## config.mk

```make
export PLATFORM = sky130hd
export DESIGN_NAME = demux_lanes
export DESIGN_NICKNAME = d
export VERILOG_FILES = /design/src/rtl/demux_lanes.sv
export SDC_FILE = /design/constraint.sdc
export NUM_CORES = 1
export LEC_CHECK = 0
export CAP_MARGIN = 5
export CELL_PAD_IN_SITES_DETAIL_PLACEMENT = 1
export CELL_PAD_IN_SITES_GLOBAL_PLACEMENT = 1
export CORE_ASPECT_RATIO = 1.75
export CORE_MARGIN = 2
export CORE_UTILIZATION = 31
export CTS_BUF_LIST = sky130_fd_sc_hd__clkbuf_4
export CTS_CLUSTER_DIAMETER = 100
export DETAILED_ROUTE_END_ITERATION = 6
export HOLD_SLACK_MARGIN = 0.08
export PLACE_DENSITY_LB_ADDON = 0.25
export SYNTH_ARGS = -nofsm -noshare
export SYNTH_HDL_FRONTEND = slang
export SYNTH_SLANG_ARGS = --single-unit
```

## constraint.sdc

```tcl
create_clock -name clk_nf -period 1.13 [get_ports clk_nf]
set_input_delay 0.1695 -clock clk_nf [delete_from_list [all_inputs] [get_ports clk_nf]]
set_output_delay 0.1695 -clock clk_nf [all_outputs]
set_load 0.02 [all_outputs]
```

## src/rtl/demux_lanes.sv

```systemverilog
// Word-rate to lane demultiplexer: routes each accepted word to the current lane and
// optionally (DEMUX_GROUP_EN) presents a full lane group at once.
module demux_lanes #(
  parameter int unsigned WIDTH = 8,
  parameter int unsigned LANES = 2
) (
  input  logic                       clk_nf,
  input  logic                       reset,
  input  logic [WIDTH-1:0]           data_in,
  input  logic                       valid_in,
  input  logic                       lane_sync,
  output logic [LANES*WIDTH-1:0]     data_out,
  output logic [LANES-1:0]           valid_out,
  output logic [$clog2(LANES)-1:0]   lane_ptr,
  output logic                       group_done
);

  localparam int unsigned PTR_W  = $clog2(LANES);
  localparam int unsigned DATA_W = LANES * WIDTH;

  if (WIDTH < 1 || WIDTH > 32) begin : g_bad_width
    $error("demux_lanes: WIDTH must be in 1..32");
  end
  if (LANES < 2 || LANES > 8) begin : g_bad_lanes
    $error("demux_lanes: LANES must be in 2..8");
  end

  logic [PTR_W-1:0]  ptr_q,   ptr_d;
  logic [DATA_W-1:0] dout_q,  dout_d;
  logic [LANES-1:0]  vout_q,  vout_d;
  logic              gdone_q, gdone_d;
`ifdef DEMUX_GROUP_EN
  localparam int unsigned STAGE_W = (LANES - 1) * WIDTH;
  logic [STAGE_W-1:0] stage_q, stage_d;
`endif

  // A sync in the same cycle as a word forces that word onto lane 0.
  logic [PTR_W-1:0] lane_sel_c;
  logic             last_c;

  assign lane_sel_c = lane_sync ? '0 : ptr_q;
  assign last_c     = (lane_sel_c == PTR_W'(LANES - 1));

  // Next-state: pointer, output lanes, strobes and group staging.
  always_comb begin
    ptr_d   = ptr_q;
    dout_d  = dout_q;
    vout_d  = '0;
    gdone_d = 1'b0;
`ifdef DEMUX_GROUP_EN
    stage_d = lane_sync ? '0 : stage_q;
`endif
    if (valid_in) begin
      ptr_d = last_c ? '0 : lane_sel_c + PTR_W'(1);
`ifdef DEMUX_GROUP_EN
      if (last_c) begin
        dout_d  = {data_in, stage_q};
        vout_d  = '1;
        gdone_d = 1'b1;
        stage_d = '0;
      end else begin
        for (int k = 0; k < int'(LANES) - 1; k++) begin
          if (lane_sel_c == PTR_W'(k)) begin
            stage_d[k*WIDTH +: WIDTH] = data_in;
          end
        end
      end
`else
      for (int k = 0; k < int'(LANES); k++) begin
        if (lane_sel_c == PTR_W'(k)) begin
          dout_d[k*WIDTH +: WIDTH] = data_in;
          vout_d[k]                = 1'b1;
        end
      end
      gdone_d = last_c;
`endif
    end else if (lane_sync) begin
      ptr_d = '0;
    end
  end

  always_ff @(posedge clk_nf or posedge reset) begin
    if (reset) begin
      ptr_q   <= '0;
      dout_q  <= '0;
      vout_q  <= '0;
      gdone_q <= 1'b0;
`ifdef DEMUX_GROUP_EN
      stage_q <= '0;
`endif
    end else begin
      ptr_q   <= ptr_d;
      dout_q  <= dout_d;
      vout_q  <= vout_d;
      gdone_q <= gdone_d;
`ifdef DEMUX_GROUP_EN
      stage_q <= stage_d;
`endif
    end
  end

  assign data_out   = dout_q;
  assign valid_out  = vout_q;
  assign lane_ptr   = ptr_q;
  assign group_done = gdone_q;

endmodule

```

# [After elaboration in Yosys (flattened, before gate mapping)]
# Cells that the tools add are included.
[word_totals] regBits=20 output_inout_bits=20 word_cells=16
[op_classes] n_addsub=1 mux=7 bitwise_logic=1 n_reduce_logical=2
[ops] op="1-bit two-way mux" count=6
[ops] op="2-bit AND reduction" count=2
[ops] op="2-bit two-way mux" count=1
[ops] op="1-bit adder (second input constant)" count=1
[ops] op="1-bit inverter" count=1

# [Logic depth before layout (Yosys ltp)]
# Gate-level depths: netlist of run 1.
[logic_depth] ltp_word=4 ltp_mapped=4 ltp_nobuf=3

# [Least setup slack after synthesis of run 1]
# OpenSTA, ideal clock, no wires.
[synth_path] path_type="register -> register" start="reg ptr_q (netlist: lane_ptr)" end="reg dout_q[10] (netlist: data_out[10])" arrival_ps=1215 path_slack_ps=-210 path_stages_with_launch=5 synth_period_minus_slack_ps=1340 cell_sequence="dfrtp_1 nor2b_1 ha_1 buf_6 mux2_4"
[synth_between] elab_chain_len=2
[synth_rtl] item="start: declaration" line_no="28" rtl="logic [PTR_W-1:0] ptr_q, ptr_d;"
[synth_rtl] item="start signal: assignment" line_no="92" rtl="ptr_q <= ptr_d;"
[synth_rtl] item="1-bit two-way mux"
[synth_rtl] item="2-bit AND reduction (no source line)"
[synth_rtl] item="end signal: assignment" line_no="93" rtl="dout_q <= dout_d;"
[synth_rtl] item="end: declaration" line_no="29" rtl="logic [DATA_W-1:0] dout_q, dout_d;"
# Every way passes these cells.
# A chain may end at the register's enable or synchronous reset.

# [Worst setup path in the final report of run 1]
[layout_path] start="reg ptr_q (netlist: lane_ptr)" end="reg dout_q[11] (netlist: data_out[11])"
# Same word-level chain as after synthesis.

==> report_table.html, run 1 <==
<table>
<tr><th>Metric</th><th>Value</th></tr>
<tr><th colspan="2">Final layout</th></tr>
<tr><td>Final nets</td><td>101</td></tr>
<tr><td>Final core utilization</td><td>0.479</td></tr>
<tr><td>Number of filler cells placed in the layout</td><td>262</td></tr>
<tr><td>Antenna diode instance count</td><td>0</td></tr>
<tr><td>Count of placed standard cells in the final layout, fillers left out</td><td>112</td></tr>
<tr><td>Post-layout instance area</td><td>1180 um^2</td></tr>
<tr><td>Synth-to-layout area growth</td><td>49.2%</td></tr>
<tr><td>Share of final-layout standard cells stronger than drive strength 1</td><td>0.628</td></tr>
<tr><th colspan="2">Pwr</th></tr>
<tr><td>Max VDD drop</td><td>730 uV</td></tr>
<tr><td>Combinational power share</td><td>0.377</td></tr>
<tr><td>Int Power</td><td>1.35 mW</td></tr>
<tr><td>Sequential Power Share</td><td>0.453</td></tr>
<tr><td>Clk pwr share</td><td>0.170</td></tr>
<tr><td>Switching Power</td><td>0.640 mW</td></tr>
<tr><td>P_leak</td><td>0.581 nW</td></tr>
<tr><td>Cell area power density</td><td>1690 nW/um^2</td></tr>
<tr><td>Net switching share of the total power</td><td>0.321</td></tr>
<tr><th colspan="2">STA</th></tr>
<tr><td>Minimum setup slack in the final design</td><td>-0.122 ns</td></tr>
<tr><td>RSZ-0062 raised after global routing</td><td>yes</td></tr>
<tr><td>Post-route setup TNS</td><td>-1.63 ns</td></tr>
<tr><td>Setup-violating endpoint count in the final report</td><td>17</td></tr>
<tr><td>Slew at the pin with the worst max-slew slack</td><td>0.140 ns</td></tr>
<tr><td>Min Clock Period, post-route</td><td>1.25 ns</td></tr>
<tr><td>Headroom to the max-slew limit</td><td>0.906</td></tr>
<tr><td>Final count of pins violating max slew</td><td>0</td></tr>
<tr><td>Achievable frequency</td><td>799 MHz</td></tr>
<tr><td>Fin crit share</td><td>1.11</td></tr>
<tr><td>Count of final hold-check violations</td><td>0</td></tr>
<tr><td>Final clock skew</td><td>0.00954 ns</td></tr>
<tr><th colspan="2">Outcome</th></tr>
<tr><td>Result of the run</td><td>finished, violations left</td></tr>
<tr><td>Violated checks</td><td>setup timing</td></tr>
<tr><th colspan="2">Placed design</th></tr>
<tr><td>Worst slack after detailed placement</td><td>-0.405 ns</td></tr>
<tr><td>Number of placed instances, taps included</td><td>104</td></tr>
<tr><td>Hpwl dp</td><td>1410 um</td></tr>
<tr><td>Routability congestion estimate</td><td>0.670</td></tr>
<tr><td>Cell area after placement</td><td>1180 um^2</td></tr>
<tr><td>IO buf count</td><td>31</td></tr>
<tr><th colspan="2">Min path</th></tr>
<tr><td>Class of the worst hold path</td><td>in -&gt; async</td></tr>
<tr><th colspan="2">Job</th></tr>
<tr><td>Max-cap viol count</td><td>0</td></tr>
<tr><th colspan="2">Floorplanning</th></tr>
<tr><td>Area of the core</td><td>2460 um^2</td></tr>
<tr><td>Height of the die</td><td>70.8 um</td></tr>
<tr><td>Starting utilization of the core area</td><td>0.321</td></tr>
<tr><td>Die boundary width</td><td>42.2 um</td></tr>
<tr><td>Die area</td><td>2990 um^2</td></tr>
<tr><td>Row Count</td><td>24</td></tr>
<tr><td>Top-Level Pins</td><td>32</td></tr>
<tr><th colspan="2">Global route</th></tr>
<tr><td>Pin count of the biggest net entering global routing</td><td>20</td></tr>
<tr><td>Initial antenna violation count</td><td>0</td></tr>
<tr><td>GRT Total Usage</td><td>0.133</td></tr>
<tr><td>Remaining global-route overflow</td><td>0</td></tr>
<tr><td>Wire length of the first global-routing pass</td><td>2950 um</td></tr>
<tr><td>Vias in the first global route</td><td>595</td></tr>
<tr><th colspan="2">Clock tree</th></tr>
<tr><td>Total clock sinks</td><td>19</td></tr>
<tr><td>Num CTS Buffers</td><td>3</td></tr>
<tr><td>Clock transition at path regs</td><td>0.11 ns</td></tr>
<tr><td>Root Driver</td><td>clkbuf_4</td></tr>
<tr><td>Clock tree from TritonCTS</td><td>done</td></tr>
<tr><td>Insertion delay of the later-clocked pin in the worst-skew pair</td><td>0.29 ns</td></tr>
<tr><td>Largest buffer count on any clock path</td><td>2</td></tr>
<tr><td>CTS Hold Bufs</td><td>0</td></tr>
<tr><td>Total number of H-tree levels</td><td>1</td></tr>
<tr><th colspan="2">Yosys</th></tr>
<tr><td>Leading cell type by number of instances after synthesis</td><td>dfrtp_1</td></tr>
<tr><td>Largest cells by area after synthesis</td><td>dfrtp_1, mux2_4, ha_1</td></tr>
<tr><td>Unique masters post-synth</td><td>8</td></tr>
<tr><td>List of most frequent post-synthesis cells</td><td>dfrtp_1, mux2_4, buf_6, ha_1, inv_1</td></tr>
<tr><td>Most used flip-flop cell after synthesis</td><td>dfrtp_1</td></tr>
<tr><td>Post-synthesis area per instance</td><td>18.0 um^2</td></tr>
<tr><td>Share of synthesized flip-flops with an asynchronous set or reset</td><td>1.00</td></tr>
<tr><td>Sequential share of the synthesized area</td><td>0.601</td></tr>
<tr><td>Cell area after technology mapping</td><td>791 um^2</td></tr>
<tr><td>Library cell occupying the most area in the post-synthesis netlist</td><td>dfrtp_1</td></tr>
<tr><td>Share of the synthesized area in the top cell type</td><td>0.601</td></tr>
<tr><td>Synth Instances</td><td>44</td></tr>
<tr><td>Total of flip-flops plus latches after synthesis</td><td>19</td></tr>
<tr><td>Count of synthesis-stage warnings from yosys</td><td>0</td></tr>
<tr><td>Number of flops mapped to enable cells by yosys</td><td>0</td></tr>
<tr><td>Net count after synthesis</td><td>58</td></tr>
<tr><th colspan="2">Setup path</th></tr>
<tr><td>Arrival time at the worst endpoint</td><td>1.43 ns</td></tr>
<tr><td>Minimum setup slack among reg-to-reg paths</td><td>-0.12 ns</td></tr>
<tr><td>Maximum net fanout on the critical path</td><td>6</td></tr>
<tr><td>Classification of the worst setup path</td><td>reg -&gt; reg</td></tr>
<tr><td>Worst endpoint required time</td><td>1.31 ns</td></tr>
<tr><td>Critical Path Start Type</td><td>flop</td></tr>
<tr><td>CP Capture Type</td><td>flop</td></tr>
<tr><th colspan="2">Detailed routing</th></tr>
<tr><td>Via total after detailed routing</td><td>522</td></tr>
<tr><td>Final wirelength</td><td>1790 um</td></tr>
<tr><td>Number of iterations in the first detailed-routing pass</td><td>3</td></tr>
<tr><td>DR vias/cell</td><td>4.66</td></tr>
<tr><td>Drt wl/cell</td><td>16.0 um</td></tr>
<tr><td>Count of nets left with antenna violations after detail routing</td><td>0</td></tr>
<tr><td>Iter 0 DRT Violations</td><td>11</td></tr>
<tr><td>DRC Markers</td><td>0</td></tr>
</table>
-- power groups by stage --
stage | registers [mW] | clock network, mW | logic, mW
after floorplan | 1.08 | 0 | 0.255
after global placement | 0.910 | 0 | 0.808
after detailed placement | 0.922 | 0 | 0.831
after CTS | 0.909 | 0.357 | 0.760
after global routing | 0.926 | 0.388 | 0.791
final | 0.903 | 0.338 | 0.752
-- worst max-delay path: stages (launching register included) --
cell and delay, ns:
dfrtp_2 0.43, nor2b_4 0.14, ha_4 0.17, buf_12 0.13, mux2_4 0.28
-- path summary, 6_finish.rpt --
| kind | start | end | cells after the start |
|---|---|---|---|
| max in group asynchronous | reset | lane_ptr$_DFF_PP0_ | 3 |
| max reg2reg | lane_ptr$_DFF_PP0_ | data_out[11]$_DFFE_PP0P_ | 4 |
| min | reset | data_out[5]$_DFFE_PP0P_ | 3 |
| min in group clk_nf | lane_sync | lane_ptr$_DFF_PP0_ | 4 |
| min reg2reg | data_out[11]$_DFFE_PP0P_ | data_out[11]$_DFFE_PP0P_ | 1 |
| max | lane_ptr$_DFF_PP0_ | data_out[11]$_DFFE_PP0P_ | 4 |
-- logic make-up after synthesis --
family                     share of synthesized area
DFF                                            0.601
muxes                                          0.304
buffers and inverters                         0.0475
adders and majority gates                     0.0316
and+or+nand+nor                               0.0158
-- registers in the layout, indices dropped and copies added, names as in the netlist --
register / cells
valid_out: 1
group_done: 1
data_out: 16
lane_ptr: 1
-- repair_timing --
item,4_1_cts,5_1_grt
pin swaps,1,0
buffers inserted,2,2
endpoints found under the setup margin,36,22
gates resized for setup,84,5
-- routing by layer --
layer  GRT usage  routed length (um)  vias up
met1       0.156                 667      263
met2       0.238                 979       26
met5           0                   0        -
li1            -                   -      231
met4      0.0521                  17        0
met3      0.0204                 122        2
-- final cells by class --
type | count | area (um^2) | share of cell area
sequential | 19 | 477 | 0.404
timing repair buffer | 41 | 333 | 0.282
inverter | 2 | 7.51 | 0.00636
tap | 26 | 32.5 | 0.0276
clock inverter | 1 | 7.51 | 0.00636
clock buffer | 3 | 22.5 | 0.0191
multi-input combinational | 20 | 300 | 0.255
-- layout by cell type (no fill, tap or decap) --
cell type / count
ha_2: 1
nand2b_1: 1
clkbuf_4: 3
ha_4: 1
mux2_4: 16
buf_6: 4
clkdlybuf4s50_1: 10
dfrtp_2: 1
clkdlybuf4s15_2: 1
inv_1: 2
nor2b_4: 1
buf_12: 2
buf_4: 5
dfrtp_1: 18
buf_2: 18
dlygate4sd2_1: 1
clkinvlp_4: 1
-- through the flow --
step,hold slack [ns],power [mW]
2_1_floorplan,0.121,1.33
3_3_place_gp,0.496,1.72
3_5_place_dp,0.495,1.75
4_1_cts,0.171,2.03
5_1_grt,0.167,2.11
6_report,0.174,1.99
Power figures use the tool's default switching activity.
==> run 2, diff against run 1 <==
- SETUP_SLACK_MARGIN: not set -> 0.5
==> run 2 against run 1 <==
The flow still finishes with violations (setup timing). Clock skew grew 0.011 ns. Sequential cell count is the same. Worst setup slack lost 0.0062 ns. Global-route usage shrank 1.3 points. Critical path depth is the same. Hold slack lost 0.0084 ns. Sequential power grew 2.4%. Register-to-register slack is essentially flat. Clock power grew 2%. Combinational power grew 33%. Final cell count grew 7.1%. Critical path type unchanged. Highest routed layer unchanged.
==> report_table.html, run 2 (synthesized netlist as in run 1, its figures left out) <==
<table>
<tr><th>Metric</th><th>Value</th></tr>
<tr><th colspan="2">Outcome</th></tr>
<tr><td>Result of the run</td><td>finished, violations left (unchanged)</td></tr>
<tr><td>Violated checks</td><td>setup timing (unchanged)</td></tr>
<tr><th colspan="2">Setup path</th></tr>
<tr><td>Worst endpoint required time</td><td>1.31 ns (about the same)</td></tr>
<tr><td>Critical-path cell with the highest stage delay</td><td>dfrtp_2 (unchanged)</td></tr>
<tr><td>CP Capture Type</td><td>flop (unchanged)</td></tr>
<tr><td>Chain of cells forming the critical path</td><td>nor2b_4, ha_4, buf_12, mux2_4 (unchanged)</td></tr>
<tr><td>Critical Path Start Type</td><td>flop (unchanged)</td></tr>
<tr><td>Maximum net fanout on the critical path</td><td>6 (unchanged)</td></tr>
<tr><td>Classification of the worst setup path</td><td>reg -&gt; reg (unchanged)</td></tr>
<tr><td>Arrival time at the worst endpoint</td><td>1.43 ns (about the same)</td></tr>
<tr><td>Crit path buffers/inverters</td><td>1 (unchanged)</td></tr>
<tr><td>Family of cells with the greatest summed delay on the critical path</td><td>flip-flops (unchanged)</td></tr>
<tr><td>Peak per-stage delay on the critical path</td><td>0.43 ns (about the same)</td></tr>
<tr><th colspan="2">Pwr</th></tr>
<tr><td>Int Power</td><td>1.59 mW (was 1.35 mW)</td></tr>
<tr><td>Net switching share of the total power</td><td>0.300 (was 0.321)</td></tr>
<tr><td>Switching Power</td><td>0.682 mW (was 0.640 mW)</td></tr>
<tr><td>P_leak</td><td>0.654 nW (was 0.581 nW)</td></tr>
<tr><td>Clk pwr share</td><td>0.152 (was 0.170)</td></tr>
<tr><td>Sequential Power Share</td><td>0.408 (was 0.453)</td></tr>
<tr><td>Max VDD drop</td><td>840 uV (was 730 uV)</td></tr>
<tr><td>Combinational power share</td><td>0.440 (was 0.377)</td></tr>
<tr><td>Total power after layout</td><td>2.27 mW (was 1.99 mW)</td></tr>
<tr><td>Cell area power density</td><td>1670 nW/um^2 (was 1690 nW/um^2)</td></tr>
<tr><th colspan="2">Clock tree</th></tr>
<tr><td>Total clock sinks</td><td>19 (unchanged)</td></tr>
<tr><td>Clock tree from TritonCTS</td><td>done (unchanged)</td></tr>
<tr><td>Largest buffer count on any clock path</td><td>2 (unchanged)</td></tr>
<tr><td>Root Driver</td><td>clkbuf_4 (unchanged)</td></tr>
<tr><td>Num CTS Buffers</td><td>3 (unchanged)</td></tr>
<tr><td>Clock transition at path regs</td><td>0.12 ns (was 0.11 ns)</td></tr>
<tr><td>Total number of H-tree levels</td><td>1 (unchanged)</td></tr>
<tr><td>Insertion delay of the later-clocked pin in the worst-skew pair</td><td>0.30 ns (was 0.29 ns)</td></tr>
<tr><th colspan="2">STA</th></tr>
<tr><td>Final count of pins violating max slew</td><td>0 (unchanged)</td></tr>
<tr><td>Count of final hold-check violations</td><td>0 (unchanged)</td></tr>
<tr><td>Setup-violating endpoint count in the final report</td><td>17 (unchanged)</td></tr>
<tr><td>Achievable frequency</td><td>795 MHz (was 799 MHz)</td></tr>
<tr><td>Slew at the pin with the worst max-slew slack</td><td>0.235 ns (was 0.140 ns)</td></tr>
<tr><td>Fin crit share</td><td>1.11 (about the same)</td></tr>
<tr><td>RSZ-0062 raised after global routing</td><td>yes (unchanged)</td></tr>
<tr><td>Headroom to the max-slew limit</td><td>0.843 (was 0.906)</td></tr>
<tr><td>Min Clock Period, post-route</td><td>1.26 ns (was 1.25 ns)</td></tr>
<tr><td>Worst Hold Margin</td><td>0.165 ns (was 0.174 ns)</td></tr>
<tr><td>Final clock skew</td><td>0.0204 ns (was 0.00954 ns)</td></tr>
<tr><td>Minimum setup slack in the final design</td><td>-0.128 ns (was -0.122 ns)</td></tr>
<tr><th colspan="2">Placed design</th></tr>
<tr><td>Routability congestion estimate</td><td>0.602 (was 0.670)</td></tr>
<tr><td>Hpwl dp</td><td>1230 um (was 1410 um)</td></tr>
<tr><td>IO buf count</td><td>31 (unchanged)</td></tr>
<tr><td>Cell area after placement</td><td>1170 um^2 (was 1180 um^2)</td></tr>
<tr><td>Number of placed instances, taps included</td><td>102 (was 104)</td></tr>
<tr><th colspan="2">Final layout</th></tr>
<tr><td>Commonest non-fill, non-tap cell in the layout</td><td>buf_6</td></tr>
<tr><td>Synth-to-layout area growth</td><td>71.5% (was 49.2%)</td></tr>
<tr><td>Top library cells by usage in the layout, fill and taps aside</td><td>buf_6, dfrtp_1, mux2_4 (was dfrtp_1, buf_2, mux2_4)</td></tr>
<tr><td>Post-layout instance area</td><td>1360 um^2 (was 1180 um^2)</td></tr>
<tr><td>Share of final-layout standard cells stronger than drive strength 1</td><td>0.670 (was 0.628)</td></tr>
<tr><td>Antenna diode instance count</td><td>0 (unchanged)</td></tr>
<tr><td>Final nets</td><td>109 (was 101)</td></tr>
<tr><td>Count of placed standard cells in the final layout, fillers left out</td><td>120 (was 112)</td></tr>
<tr><td>Number of filler cells placed in the layout</td><td>260 (was 262)</td></tr>
<tr><td>Max FFs per register</td><td>16 (unchanged)</td></tr>
<tr><th colspan="2">Floorplanning</th></tr>
<tr><td>Starting utilization of the core area</td><td>0.321 (unchanged)</td></tr>
<tr><td>Die boundary width</td><td>42.2 um (unchanged)</td></tr>
<tr><td>Row Count</td><td>24 (unchanged)</td></tr>
<tr><td>Die area</td><td>2990 um^2 (unchanged)</td></tr>
<tr><td>Area of the core</td><td>2460 um^2 (unchanged)</td></tr>
<tr><td>Height of the die</td><td>70.8 um (unchanged)</td></tr>
<tr><td>Top-Level Pins</td><td>32 (unchanged)</td></tr>
<tr><th colspan="2">Detailed routing</th></tr>
<tr><td>Via total after detailed routing</td><td>532 (was 522)</td></tr>
<tr><td>DRC Markers</td><td>0 (unchanged)</td></tr>
<tr><td>Number of iterations in the first detailed-routing pass</td><td>2 (was 3)</td></tr>
<tr><td>Count of nets left with antenna violations after detail routing</td><td>0 (unchanged)</td></tr>
<tr><td>DR vias/cell</td><td>4.43 (was 4.66)</td></tr>
<tr><td>Iter 0 DRT Violations</td><td>3 (was 11)</td></tr>
<tr><td>Drt wl/cell</td><td>14.6 um (was 16.0 um)</td></tr>
<tr><td>Final wirelength</td><td>1750 um (was 1790 um)</td></tr>
<tr><th colspan="2">Global route</th></tr>
<tr><td>GRT Total Usage</td><td>0.120 (was 0.133)</td></tr>
<tr><td>Initial antenna violation count</td><td>0 (unchanged)</td></tr>
<tr><td>Remaining global-route overflow</td><td>0 (unchanged)</td></tr>
<tr><td>Pin count of the biggest net entering global routing</td><td>20 (unchanged)</td></tr>
<tr><td>Wire length of the first global-routing pass</td><td>2790 um (was 2950 um)</td></tr>
<tr><td>Vias in the first global route</td><td>613 (was 595)</td></tr>
<tr><th colspan="2">Min path</th></tr>
<tr><td>Class of the worst hold path</td><td>in -&gt; async (unchanged)</td></tr>
<tr><th colspan="2">Job</th></tr>
<tr><td>Max-cap viol count</td><td>0 (unchanged)</td></tr>
</table>
run 2: changes by cell type in the layout (fill, tap and decap cells not counted), sizes merged:
| cell | delta |
|---|---|
| buf | +9 |
| clkdlybuf4s15 | -1 |
run 2: path summary, 6_finish.rpt:
path | startpoint | to | slack [ns] | depth (start not counted)
worst max-delay path | lane_ptr$_DFF_PP0_ | data_out[15]$_DFFE_PP0P_ | -0.13 | 4
worst min-delay path | reset | data_out[10]$_DFFE_PP0P_ | 0.17 | 3
worst max register to register | lane_ptr$_DFF_PP0_ | data_out[15]$_DFFE_PP0P_ | -0.13 | 4
worst min register to register | data_out[10]$_DFFE_PP0P_ | data_out[10]$_DFFE_PP0P_ | 0.56 | 1
max in group asynchronous | reset | group_done$_DFF_PP0_ | 0.73 | 3
min in group clk_nf | lane_sync | lane_ptr$_DFF_PP0_ | 0.49 | 4
run 2: metrics by stage:
step,util,TNS [ns],setup WS [ns]
finish,0.551,-1.49,-0.128
global route,0.551,-1.98,-0.163
CTS,0.548,-1.55,-0.120
detailed placement,0.474,-6.24,-0.401
global placement,0.474,-5.53,-0.348
floorplan,-,-2.31,-0.167
run 2: layout make-up:
type                       instances  area (um^2)  share of cell area
clock inverter                     1         7.51             0.00554
timing repair buffer              49          498               0.367
clock buffer                       3         22.5              0.0166
multi-input combinational         20          310               0.229
inverter                           2         7.51             0.00554
sequential                        19          478               0.352
tap                               26         32.5              0.0240
run 2: worst register-to-register path, stage by stage (launching register included):
cell	delay, ns
dfrtp_2	0.43
nor2b_4	0.14
ha_4	0.17
buf_12	0.14
mux2_4	0.29
run 2: power by group through the flow:
| stage | logic, mW | registers, mW | clock network (mW) |
|---|---|---|---|
| 5_1_grt | 1.05 | 0.945 | 0.396 |
| 3_5_place_dp | 0.813 | 0.915 | 0 |
| 2_1_floorplan | 0.258 | 1.08 | 0 |
| 6_report | 1.00 | 0.925 | 0.345 |
| 3_3_place_gp | 0.800 | 0.910 | 0 |
| 4_1_cts | 1.00 | 0.923 | 0.362 |
run 2: per-layer routing:
| layer | wire length [um] | global-route usage |
|---|---|---|
| met5 | 0 | 0 |
| met2 | 978 | 0.224 |
| met3 | 116 | 0.0204 |
| met1 | 646 | 0.139 |
| met4 | 8 | 0.0313 |
run 2: repair_timing:
action,in CTS,in global routing
hold buffers,0,0
setup endpoints to repair,39,39
resized for setup,125,0
gates cloned,0,0
buffers inserted,13,1
